### src/rtl/clock_monitor.sv
`default_nettype none
// ============================================================================
// Module   : clock_monitor
// Purpose  : Counts rising edges of a slow clock-like input per fixed window,
//            reports count with an in-range flag, and flags loss of clock.
// Revision : 1.0 - initial release
// ============================================================================
module clock_monitor #(
  parameter int WINDOW  = 28000,
  parameter int LO      = 3490,
  parameter int HI      = 3510,
  parameter int TIMEOUT = 64
) (
  input  logic        clock,
  input  logic        reset,
  input  logic        i,
  output logic [15:0] count,
  output logic        valid,
  output logic        ok,
  output logic        lost
);

  localparam logic [15:0] C_WEND = 16'(WINDOW - 1);
  localparam logic [15:0] C_TEND = 16'(TIMEOUT - 1);
  localparam logic [15:0] C_TMAX = 16'(TIMEOUT);
  localparam logic [15:0] C_SAT  = 16'hFFFF;
  localparam logic [31:0] C_LO   = 32'(LO);
  localparam logic [31:0] C_HI   = 32'(HI);

  typedef enum logic [0:0] {
    ST_WAIT    = 1'b0,
    ST_MEASURE = 1'b1
  } state_t;

  state_t      r_state;
  state_t      w_state_nxt;
  logic        r_sync1;
  logic        r_sync2;
  logic        r_prev;
  logic [15:0] r_ecnt;
  logic [15:0] r_wcnt;
  logic [15:0] r_scnt;
  logic [15:0] w_ecnt_nxt;
  logic [15:0] w_wcnt_nxt;
  logic [15:0] w_scnt_nxt;
  logic [15:0] w_count_nxt;
  logic        w_valid_nxt;
  logic        w_ok_nxt;
  logic        w_lost_nxt;
  logic        w_rise;
  logic        w_timeout;
  logic        w_eow;
  logic        w_in_range;
  logic [15:0] w_ecnt_inc;
  logic [15:0] w_closing;

  always_ff @(posedge clock or posedge reset) begin
    if (reset) begin
      r_sync1 <= 1'b0;
      r_sync2 <= 1'b0;
      r_prev  <= 1'b0;
    end else begin
      r_sync1 <= i;
      r_sync2 <= r_sync1;
      r_prev  <= r_sync2;
    end
  end

  assign w_rise     = r_sync2 & ~r_prev;
  // Fires on the edge that takes the stall counter to TIMEOUT.
  assign w_timeout  = ~w_rise & (r_scnt == C_TEND);
  assign w_eow      = (r_state == ST_MEASURE) & (r_wcnt == C_WEND);
  assign w_ecnt_inc = (r_ecnt == C_SAT) ? C_SAT : r_ecnt + 16'd1;
  assign w_closing  = w_rise ? w_ecnt_inc : r_ecnt;
  assign w_in_range = ({16'd0, w_closing} >= C_LO) && ({16'd0, w_closing} <= C_HI);
  assign w_scnt_nxt = w_rise ? 16'd0 : ((r_scnt >= C_TMAX) ? r_scnt : r_scnt + 16'd1);

  always_comb begin
    w_state_nxt = r_state;
    w_ecnt_nxt  = r_ecnt;
    w_wcnt_nxt  = r_wcnt;
    w_count_nxt = count;
    w_valid_nxt = 1'b0;
    w_ok_nxt    = ok;
    w_lost_nxt  = lost;
    if (w_timeout) begin
      w_state_nxt = ST_WAIT;
      w_ecnt_nxt  = 16'd0;
      w_wcnt_nxt  = 16'd0;
      w_ok_nxt    = 1'b0;
      w_lost_nxt  = 1'b1;
    end else begin
      case (r_state)
        ST_WAIT: begin
          if (w_rise) begin
            w_state_nxt = ST_MEASURE;
            w_ecnt_nxt  = 16'd1;
            w_wcnt_nxt  = 16'd1;
            w_lost_nxt  = 1'b0;
          end
        end
        ST_MEASURE: begin
          if (w_eow) begin
            w_count_nxt = w_closing;
            w_ok_nxt    = w_in_range;
            w_valid_nxt = 1'b1;
            w_ecnt_nxt  = 16'd0;
            w_wcnt_nxt  = 16'd0;
          end else begin
            w_ecnt_nxt  = w_closing;
            w_wcnt_nxt  = r_wcnt + 16'd1;
          end
        end
        default: w_state_nxt = ST_WAIT;
      endcase
    end
  end

  always_ff @(posedge clock or posedge reset) begin
    if (reset) begin
      r_state <= ST_WAIT;
      r_ecnt  <= 16'd0;
      r_wcnt  <= 16'd0;
      r_scnt  <= 16'd0;
      count   <= 16'd0;
      valid   <= 1'b0;
      ok      <= 1'b0;
      lost    <= 1'b1;
    end else begin
      r_state <= w_state_nxt;
      r_ecnt  <= w_ecnt_nxt;
      r_wcnt  <= w_wcnt_nxt;
      r_scnt  <= w_scnt_nxt;
      count   <= w_count_nxt;
      valid   <= w_valid_nxt;
      ok      <= w_ok_nxt;
      lost    <= w_lost_nxt;
    end
  end

endmodule
`default_nettype wire

### config.mk
export PLATFORM = sky130hd
export DESIGN_NAME = clock_monitor
export DESIGN_NICKNAME = d
export VERILOG_FILES = /design/src/rtl/clock_monitor.sv
export SDC_FILE = /design/constraint.sdc
export NUM_CORES = 1
export LEC_CHECK = 0
export ABC_CLOCK_PERIOD_IN_PS = 3600
export BUFFER_PORTS_ARGS = -buffer_cell sky130_fd_sc_hd__buf_2
export CORE_UTILIZATION = 60
export CTS_CLUSTER_DIAMETER = 50
export DETAILED_ROUTE_END_ITERATION = 10
export PLACE_DENSITY = 0.79
export SLEW_MARGIN = 40
export SYNTH_ARGS = -nofsm -noshare
export SYNTH_HDL_FRONTEND = slang
export SYNTH_SLANG_ARGS = --single-unit
### constraint.sdc
create_clock -name clock -period 3.6 [get_ports clock]
set_input_delay 1.08 -clock clock [delete_from_list [all_inputs] [get_ports clock]]
set_output_delay 1.08 -clock clock [all_outputs]
set_load 0.05 [all_outputs]
==> summary by stage <==
Timing
The clock skew is 0.0262 ns. Adding up every negative setup slack in the final design gives 0 ns. The worst path needs 2.97 ns of the cycle, external delays included. The maximum operating frequency is 0.337 GHz. Setup slack closes at 0.631 ns. Setup repair after global routing left no endpoint under its margin. The total count of hold-check failures in the final report was 0. The ratio of final minimum period to clock period is between 80% and 90%.

The number of max-slew violations in the final report is 0. The worst slew slack as a fraction of its limit is 49.7%. At the pin with the least slew margin, the transition time is 0.752 ns. The setup violation total in the final timing report is 0.

On the final layout, the worst hold slack is between 0.3 and 0.4 ns.

CTS
The deepest clock path buffer count is 2. After clock tree synthesis, the setup repair step added 0 buffers. The number of H-tree levels is 3.

The post-cts sizing count is 0. The root buffer cell is clkbuf_8. The number of buffers created by CTS is 9. The hold buffer count at CTS is 0. For the worst-skew pair, the clock arrives at the later sink with an insertion delay of ~0.38 ns.

Clock tree synthesis found a total of 71 sinks. The clock tree from TritonCTS is yes. Clock-pin slew was measured on the worst setup and hold paths at around 0.10 ns.

Logic synthesis
The part of the Yosys area used for sequential elements is approximately half. The total nets after synthesis is a little over 400. In this run the mean area of a mapped cell was 9.20 um2. The leading register cell type out of synthesis is dfrtp_1. The post-synthesis sequential element count is 71. Counting flops with a built-in enable in the synthesized netlist gives 0.

For this run, the number of Yosys warnings is 0. The synthesized cell area is about 0.0037 mm2. The cell count after synthesis is ~400. Counting distinct cell types in the post-synthesis netlist gives 54. In the synthesized netlist the async set-or-reset flop fraction comes to 100%.

Worst setup path
STA classifies the critical path startpoint as a flop. The number of buffer and inverter stages on the critical path is 1. The cell with the biggest individual delay on the critical path is or4_4. The startpoint identified for the worst register-to-register timing path is r_scnt[14]$_DFFE_PP0P_. The minimum setup slack among reg-to-reg paths is ~0.63 ns. The worst setup path is captured at a flop. The most prevalent standard cell on the critical path is nand3_1.

The startpoint-to-endpoint class of the critical path is reg -> reg. The depth of the worst register-to-register path is 8. The highest fanout seen on the critical path is 14.

The worst path required time is about 3.9 ns. The endpoint identified for the worst register-to-register timing path is r_ecnt[4]$_DFFE_PP0P_. The critical path goes through or4_4, nor4_4, nand3_1, nand3_1, buf_4, a21oi_1, o21ai_0, nand2_1.

The maximum cell stage delay along the critical path is about 0.55 ns. The data arrival time of the critical path is roughly 3.2 ns. Grouping stages by cell kind, the critical path spends the most delay in simple AND/OR/NAND/NOR gates.

Final layout
The ratio of cells with drive above 1 in the final layout is roughly an eighth. In the layout the commonest cells are dfrtp_1 (70), o21ai_0 (56), nand2_1 (53). For this run, the share of the core covered by cells in the final layout is about two thirds. After filler insertion, the fill cell instance count of the layout stands at approximately 460. Once layout is done, the placed cells without fillers occupy 0.00401 mm2. The sequential cells in the finished layout cover a total of between 0.0015 and 0.002 mm2.

The count of inserted antenna diode cells is 0. For this run, the post-layout net count is around 420. Leaving out fill and tap cells, the most frequent cell in the layout is dfrtp_1.

The final instance count without filler cells is just under 500. The multi-input combinational cells in the finished layout cover a total of ~0.0018 mm2. The layout-stage area growth over the synthesis result is 9.61%.

Worst hold path
The worst hold path startpoint is r_sync1$_DFF_PP0_. In this run the worst hold path is classified as reg -> reg. The end point of the most critical hold path is r_sync2$_DFF_PP0_. The hold-critical path depth is 0.

Global route
The met2 capacity usage during global routing is a little over two fifths. Global routing finished with a remaining overflow of 0. After global routing, the most crowded layer is met2.

The number of antenna violations at the first check in global routing is 0. Across every metal layer, demand over resource in global routing totals approximately 28%. Entering global routing, the biggest net connects 42 pins. The first global-routing pass estimated 13800 um of wire. Global routing consumed, on the met3 layer, 7.50% of the routing resources. The number of global-route vias before repair is 2844. For this run, global-route usage on met1 was measured as around two fifths.

Routing
The routed length per instance is 16.5 um. The DRC violations left is 0. The starting DRC count in detailed routing is about 320. Once detail routing completed, the nets flagged for antenna violations numbered 0. Detailed routing inserted a total of about 3.1k vias. The final wirelength is between 8000 and 9000 um.

The number of optimization iterations in the first detailed-route pass is 5. In the routed layout, each cell is associated on average with a via count of around 6.3.

Floorplan
22 I/O pins were placed. The floorplan step set the die height to 80.1 um. Measured along the x axis, the die boundary spans around 80 um. The effective utilization at floorplan is around 62%. The core footprint is 0.00589 mm2.

The floorplan has 28 rows. The total die area is 0.00642 mm2.

Outcome
The flow ran to the end, and the final reports show no timing, DRC or antenna violations.

Pwr
The worst-case IR drop observed on VDD is approximately 0.38 mV. The completed layout was analyzed and its total power is 1.94 mW. The leakage power is 1.78 nW.

Dividing total power by cell area gives a power density of 484 mW/mm2.

Placed design
Once placement completed, the tool counted placed cells totaling ~480. OpenSTA, run right after detailed placement, puts the worst setup slack at just under 0.7 ns. The post-place instance area is roughly 0.0038 mm2. Buffers placed on the I/O ports in this run total 21. The congestion estimate from routability-driven global placement came to just over 1.

After legalization and detailed placement, the total HPWL measured 5740 um.

Job
Max-cap violations in this run came to 0.
==> flip-flops by register name, summed over array words and instances (netlist names), 16 cells and up <==
signal and cells:
count 16, r_ecnt 16, r_scnt 16, r_wcnt 16
==> power by group <==
| group | switching, mW | internal [mW] | total, mW |
|---|---|---|---|
| sequential | 0.139 | 0.876 | 1.02 |
| combinational | 0.177 | 0.138 | 0.314 |
| clock | 0.351 | 0.261 | 0.612 |
| total | 0.666 | 1.28 | 1.94 |
==> synth_stat cells, types with 2 or more instances <==
cell	instances	area share [%]
xor2_1	10	2.4
nand2_1	53	5.4
or3_1	7	1.2
o21a_1	2	0.41
inv_1	11	1.1
nor4_1	6	1.0
and3_1	5	0.85
nand4_1	11	1.9
ha_1	4	1.4
and4b_1	2	0.55
nor2_1	39	4.0
nand3_1	14	1.9
dfrtp_1	70	48
or4_1	4	0.82
nand4b_1	3	0.72
a22o_1	6	1.4
and2_1	11	1.9
nor3_1	8	1.1
xnor2_1	7	1.7
o21ai_0	56	7.7
buf_2	5	0.68
nor3b_1	2	0.41
nand3b_1	3	0.62
a21oi_1	11	1.5
a211oi_1	2	0.41
mux2i_1	4	1.1
nor4b_1	2	0.48
a211o_1	2	0.48
o211ai_1	2	0.41
mux2_2	2	0.62
clkbuf_1	11	1.1
==> kinds of logic after synthesis <==
kind of cell,count (synthesis),share of synthesized area [%]
buffers and inverters,28,3.15
muxes,6,1.71
xor gates and xnor gates,17,4.07
adders and majority gates,4,1.37
AOI/OAI and AO/OA,91,14.9
DFF,71,48.6
and+or+nand+nor,181,26.2
==> final cells by class <==
cell class	instances	share of cell area [%]
tap	75	2.34
timing repair buffer	25	3.68
clock inverter	7	1.50
inverter	11	1.03
clock buffer	9	3.09
multi-input combinational	299	44.0
sequential	71	44.3
==> routing by layer <==
metal	share of wire, %	vias up
met5	0	-
met4	2.4	0
met3	6.8	23
met2	44	136
met1	47	1493
li1	-	1456
==> worst max-delay path by stage <==
stage / cells after the start / end / start / slack (ns)
final: 8 / r_ecnt[4]$_DFFE_PP0P_ / r_scnt[14]$_DFFE_PP0P_ / 0.63
after global routing: 8 / r_ecnt[4]$_DFFE_PP0P_ / r_scnt[14]$_DFFE_PP0P_ / 0.36
after CTS: 8 / r_ecnt[4]$_DFFE_PP0P_ / r_scnt[14]$_DFFE_PP0P_ / 0.65
after detailed placement: 8 / r_ecnt[4]$_DFFE_PP0P_ / r_scnt[14]$_DFFE_PP0P_ / 0.68
after global placement: 8 / r_ecnt[4]$_DFFE_PP0P_ / r_scnt[14]$_DFFE_PP0P_ / 0.78
after floorplan: 1 / count[0]$_DFFE_PP0P_ / reset / 0.73
==> worst reg2reg max path, delay by kind of cell, from the launching register on <==
| kind | cells | cell delay (ns) |
|---|---|---|
| AND/OR/NAND/NOR | 5 | 2.00 |
| flip-flops | 1 | 0.39 |
| buffers and inverters | 1 | 0.26 |
| AO/OA/AOI/OAI | 2 | 0.20 |
Power figures use the tool's default switching activity.
